===== src/rtl/clock_divider_gen_pkg.sv =====
// clock_divider_gen_pkg: shared state encoding and divisor limits for clock_divider_gen
package clock_divider_gen_pkg;
  typedef enum logic [1:0] {IDLE, RUN, STOP} state_t;
  localparam int unsigned DIV_MIN = 1;
  function automatic int unsigned div_clamp(input int unsigned d);
    return (d < DIV_MIN) ? DIV_MIN : d;
  endfunction
endpackage


===== src/rtl/clock_divider_gen_half_period_counter.sv =====
// half_period_counter: loadable down-counter with zero flag, saturating at 0
//   i_clk, i_rst_n     : clock, synchronous active-low reset
//   i_load, i_load_val : load request and value (load wins over decrement)
//   i_dec              : decrement enable
//   o_zero             : counter is zero
module half_period_counter
  import clock_divider_gen_pkg::*;
#(
  parameter int CNT_W = 16
) (
  input  logic             i_clk,
  input  logic             i_rst_n,
  input  logic             i_load,
  input  logic [CNT_W-1:0] i_load_val,
  input  logic             i_dec,
  output logic             o_zero
);
  logic [CNT_W-1:0] r_cnt;
  always_ff @(posedge i_clk) begin
    if (!i_rst_n) r_cnt <= '0;
    else if (i_load) r_cnt <= i_load_val;
    else if (i_dec && r_cnt != '0) r_cnt <= r_cnt - CNT_W'(1);
  end
  assign o_zero = (r_cnt == '0);
endmodule


===== src/rtl/clock_divider_gen.sv =====
// clock_divider_gen: programmable 50%-duty clock divider with edge strobes and glitch-free start/stop
//   CLK50MHZ, RST            : system clock, synchronous active-low reset
//   en                       : run request
//   div_half                 : half-period in CLK50MHZ cycles (0 treated as 1)
//   clk_div                  : divided clock
//   clk_div_rise/fall/trig2x : registered edge strobes, valid alongside clk_div
//   busy                     : high while running or finishing the last period
//   Optional (CLOCK_DIVIDER_GEN_BURST_EN): burst_len, burst_go in; burst_done out
module clock_divider_gen
  import clock_divider_gen_pkg::*;
#(
  parameter int   CNT_W      = 16,
  parameter logic IDLE_LEVEL = 1'b0,
  parameter int   DIV_RST    = 25
) (
  input  logic             CLK50MHZ,
  input  logic             RST,
  input  logic             en,
  input  logic [CNT_W-1:0] div_half,
`ifdef CLOCK_DIVIDER_GEN_BURST_EN
  input  logic [CNT_W-1:0] burst_len,
  input  logic             burst_go,
  output logic             burst_done,
`endif
  output logic             clk_div,
  output logic             clk_div_rise,
  output logic             clk_div_fall,
  output logic             clk_div_trig2x,
  output logic             busy
);
  localparam logic [CNT_W-1:0] D_RST = CNT_W'(div_clamp(DIV_RST));
  state_t           r_state, w_state_nxt;
  logic             r_clk, r_rise, r_fall, r_trig;
  logic [CNT_W-1:0] r_div, w_d_in, w_load_val;
  logic             w_zero, w_running, w_toggle, w_boundary, w_relatch, w_load, w_start, w_keep;
`ifdef CLOCK_DIVIDER_GEN_BURST_EN
  logic             r_burst, r_done, w_more;
  logic [CNT_W-1:0] r_bcnt;
  assign w_more  = r_burst && (r_bcnt > CNT_W'(1));
  assign w_start = (r_state == IDLE) && (en || (burst_go && burst_len != '0));
  assign w_keep  = en || w_more;
`else
  assign w_start = (r_state == IDLE) && en;
  assign w_keep  = en;
`endif
  half_period_counter #(.CNT_W(CNT_W)) u_cnt (
    .i_clk      (CLK50MHZ),
    .i_rst_n    (RST),
    .i_load     (w_load),
    .i_load_val (w_load_val),
    .i_dec      (w_running),
    .o_zero     (w_zero)
  );
  // A boundary is the toggle that returns clk_div to the idle level; only there
  // (and at start) is the divisor re-latched, so no period is ever shortened.
  always_comb begin
    w_running   = (r_state != IDLE);
    w_toggle    = w_running && w_zero;
    w_boundary  = w_toggle && (r_clk != IDLE_LEVEL);
    w_relatch   = w_start || w_boundary;
    w_d_in      = (div_half == '0) ? CNT_W'(DIV_MIN) : div_half;
    w_load      = w_relatch || w_toggle;
    w_load_val  = (w_relatch ? w_d_in : r_div) - CNT_W'(1);
    w_state_nxt = !w_running ? (w_start ? RUN : IDLE) :
                  (w_boundary && !w_keep) ? IDLE :
                  w_keep ? RUN : STOP;
  end
  always_ff @(posedge CLK50MHZ) begin
    if (!RST) r_state <= IDLE;
    else r_state <= w_state_nxt;
  end
  always_ff @(posedge CLK50MHZ) begin
    if (!RST) begin
      r_clk  <= IDLE_LEVEL;
      r_rise <= 1'b0;
      r_fall <= 1'b0;
      r_trig <= 1'b0;
      r_div  <= D_RST;
    end else begin
      r_clk  <= r_clk ^ w_toggle;
      r_rise <= w_toggle && !r_clk;
      r_fall <= w_toggle && r_clk;
      r_trig <= w_toggle;
      r_div  <= w_relatch ? w_d_in : r_div;
    end
  end
`ifdef CLOCK_DIVIDER_GEN_BURST_EN
  // r_bcnt counts remaining full periods; a zero-length burst finishes without starting.
  always_ff @(posedge CLK50MHZ) begin
    if (!RST) begin
      r_burst <= 1'b0;
      r_done  <= 1'b0;
      r_bcnt  <= '0;
    end else begin
      r_done  <= (r_burst && w_boundary && !w_keep) ||
                 ((r_state == IDLE) && burst_go && !en && burst_len == '0);
      r_bcnt  <= ((r_state == IDLE) && burst_go) ? burst_len :
                 (w_boundary && r_bcnt != '0) ? r_bcnt - CNT_W'(1) : r_bcnt;
      r_burst <= (r_state == IDLE) ? (burst_go && burst_len != '0) :
                 (r_burst && !(w_boundary && !w_more));
    end
  end
  assign burst_done = r_done;
`endif
  assign clk_div        = r_clk;
  assign clk_div_rise   = r_rise;
  assign clk_div_fall   = r_fall;
  assign clk_div_trig2x = r_trig;
  assign busy           = w_running;
endmodule


===== config.mk =====
export PLATFORM = sky130hd
export DESIGN_NAME = clock_divider_gen
export DESIGN_NICKNAME = d
export VERILOG_FILES = /design/src/rtl/clock_divider_gen_pkg.sv /design/src/rtl/clock_divider_gen_half_period_counter.sv /design/src/rtl/clock_divider_gen.sv
export SDC_FILE = /design/constraint.sdc
export NUM_CORES = 1
export LEC_CHECK = 0
export BUFFER_PORTS_ARGS = -buffer_cell sky130_fd_sc_hd__buf_2
export CAP_MARGIN = 20
export CORE_MARGIN = 3
export CORE_UTILIZATION = 30
export CTS_BUF_LIST = sky130_fd_sc_hd__clkbuf_4
export DETAILED_ROUTE_END_ITERATION = 12
export PLACE_DENSITY = 0.48
export SLEW_MARGIN = 20
export SYNTH_ARGS = -nofsm -noshare
export SYNTH_HDL_FRONTEND = slang
export SYNTH_SLANG_ARGS = --single-unit

===== constraint.sdc =====
create_clock -name CLK50MHZ -period 5.85 [get_ports CLK50MHZ]
set_input_delay 0.585 -clock CLK50MHZ [delete_from_list [all_inputs] [get_ports CLK50MHZ]]
set_output_delay 0.585 -clock CLK50MHZ [all_outputs]
set_load 0.005 [all_outputs]

==> metrics.txt <==
P&R area growth vs syn=11.31%; cell with the biggest individual delay on the critical path=sky130_fd_sc_hd__or2_1; Initial DRC Count=127; Synth Flop Type=sky130_fd_sc_hd__dfxtp_1; maximum number of pins on one net before global-route repair=30; kind of critical path=register to register; multi-input gate area in the final layout=0.001230 sq mm; Hold WC Path Type=register to register; average cell area after synthesis=7.762 sq um; Synth Warn #=0; dominant combinational cell family by area after synthesis=simple AND/OR/NAND/NOR gates; post-synthesis sequential area ratio=0.3698; area inside the core boundary=0.006495 sq mm; simple-gate share of the synthesized area=0.2719; number of levels in the clock H-tree=2; number of storage elements in the synthesis netlist=38; design area=0.002290 sq mm; Adder-Cell Fraction of Synth Area=0.01825; cell area after synthesis=0.002057 sq mm; number of buffers created by CTS=5; final WL=6255 um; max incr delay on CP=800 ps; insertion delay of the later-clocked pin in the worst-skew pair=360 ps; Post-route DRC=0; weighted congestion reported at the end of routability-driven placement=0.8200; wire length per cell=17.33 um; clk sinks=38; total setup buffers inserted after CTS=0; number of flops mapped to enable cells by yosys=0; Synth Instances=265; horizontal extent of the die=88.81 um; worst endpoint required time=6140 ps; row cnt=29; Worst Path Max Fanout=28; placement-stage cell area=0.002233 sq mm; Tightest Pin Transition=986.8 ps; Chip Height=88.81 um; nets=305; Final HPWL DP=4444 um; root buffer cell=sky130_fd_sc_hd__clkbuf_4; Diodes inserted=0; Mapped Nets=287; asr flop ratio synth=0; final-report setup violation count=0; number of nets with antenna violations after routing=0; max-slew violations=0; Tcrit/Tclk final=0.7506; clock slew seen by the registers of the worst setup and hold paths=120 ps; time the final worst path needs with I/O delays and setup=4391 ps; global-route congestion overflow total=0; Initial Util=0.3167; crit-path cells=nor4_1 > nand3_1 > nor2_1 > ha_1 > or2_1 > mux2i_1 > nor2_1 > a21oi_1 > ha_1 > nand3_2 > or4_1 > a31oi_1; highest ir drop seen on vdd=0.09853 mV; count of fill cells added during filler insertion=688; final worst hold slack=463.7 ps; relative max-transition margin=0.3421; achievable frequency=227.8 MHz; IO Port Bufs=23; Resized Gates After CTS=0; power density cells=262.6 mW/mm^2; RSZ-0062 raised after global routing=no; first-pass GRT wire length=10600 um; leak pwr=0.8605 nW; number of primary I/O pins=24; Crit path arrival time=4680 ps; number of hold-repair buffers added at the cts stage=0; vias in the first global route=1942; via count normalized by instance count=5.651; post-synthesis share of cell area spent on xor and xnor gates=0.01703; worst setup skew after layout=15.35 ps; fraction of final layout cells with drive strength greater than 1=0.1585; kind of capture point of the worst setup path=register; multiplexer fraction of the synthesized cell area=0.03467; clock tree from TritonCTS=yes; setup TNS=0 ps; initial antenna violation count=0; sequential standard cell area=760.7 sq um; kind of start point of the critical path=register; global router's overall resource usage=0.1763; run status=finished clean; maximum number of buffers from clock root to sink=2; die area=0.007886 sq mm; first drt pass iteration count=4; number of distinct library cells after synthesis=45; number of violations of the max-capacitance limit=0; vias after detailed routing=2040; final-report hold violation count=0; synthesized-area fraction occupied by ao, oa, aoi and oai cells=0.2536
placed cells by master (no fill, tap or decap), drive strengths merged, types with 4 or more instances in the layout:
cell type / instances
a211oi: 4
a21oi: 27
a31oi: 7
and2: 6
and3: 4
buf: 25
clkbuf: 6
dfxtp: 38
inv: 5
mux2i: 6
nand2: 34
nand3: 10
nor2: 16
nor3: 12
nor4: 8
o211ai: 4
o21ai: 26
o311ai: 4
or3: 4
or4: 5
synthesized netlist by cell type, drive strengths merged (2+ instances only):
cell type / number / share of area
a211oi: 4 / 0.015
a21oi: 27 / 0.066
a31o: 2 / 0.0085
a31oi: 7 / 0.021
and2: 6 / 0.019
and3: 4 / 0.013
and4: 2 / 0.0085
clkbuf: 14 / 0.026
dfxtp: 38 / 0.37
ha: 3 / 0.018
inv: 5 / 0.0091
mux2i: 6 / 0.029
nand2: 34 / 0.062
nand3: 10 / 0.029
nand4: 3 / 0.0091
nor2: 16 / 0.029
nor3: 12 / 0.029
nor4: 8 / 0.024
o211ai: 4 / 0.015
o21ai: 26 / 0.065
o311ai: 4 / 0.017
o31ai: 2 / 0.0073
or2: 3 / 0.0091
or3: 4 / 0.012
or4: 5 / 0.018
xor2: 3 / 0.013
cell families after synthesis:
group | count (synthesis)
and+or+nand+nor | 109
AOI/OAI and AO/OA | 85
DFF | 38
buffers and inverters | 19
muxes | 7
xor gates and xnor gates | 4
adders and majority gates | 3
critical path, delay by kind of cell, from the launching register on:
kind            cells  cell delay (ps)
fa+ha+maj           2              650
compound gates      2              330
mux                 1              350
flops               1              370
simple gates        7             2600
path summary, 6_finish.rpt:
path | startpoint | end | slack (ps) | cells after the start
setup / recovery | u_cnt.r_cnt[7] | u_cnt.r_cnt[10] | 1460 | 12
hold / removal | r_div[13] | r_div[13] | 460 | 2
setup reg to reg | u_cnt.r_cnt[7] | u_cnt.r_cnt[10] | 1460 | 12
hold reg to reg | r_div[13] | r_div[13] | 460 | 2
metal layers:
metal | global-route usage | vias to the layer above | routed length, um
li1 | - | 1030 | -
met1 | 0.2615 | 960 | 3254
met2 | 0.2578 | 42 | 2687
met3 | 0.03352 | 8 | 240
met4 | 0.04945 | 0 | 72
met5 | 0 | - | 0
metrics by stage:
step	util	std cells	power, mW	worst slack [ps]
CTS	0.3521	361	0.6084	1440
global placement	0.3439	353	0.4657	1630
floorplan	-	265	0.4143	1828
detailed placement	0.3439	353	0.4648	1455
global route	0.3525	361	0.6443	939.5
finish	0.3525	361	0.6014	1459
cell type report:
| type | instances | area share |
|---|---|---|
| timing repair buffer | 25 | 0.05683 |
| tap | 77 | 0.04208 |
| clock buffer | 6 | 0.01967 |
| multi-input combinational | 208 | 0.5372 |
| sequential | 38 | 0.3322 |
| inverter | 5 | 0.008197 |
| clock inverter | 2 | 0.003825 |
state kept, by name, summed over array words and instances (netlist names):
signal and flops:
clk_div 1, clk_div_fall 1, clk_div_rise 1, clk_div_trig2x 1, r_div 16, r_state 2, u_cnt.r_cnt 16
power breakdown:
group | switching, mW | internal (mW)
combinational | 0.103 | 0.0579
sequential | 0.0189 | 0.280
clock | 0.0916 | 0.0499
Power figures use the tool's default switching activity.
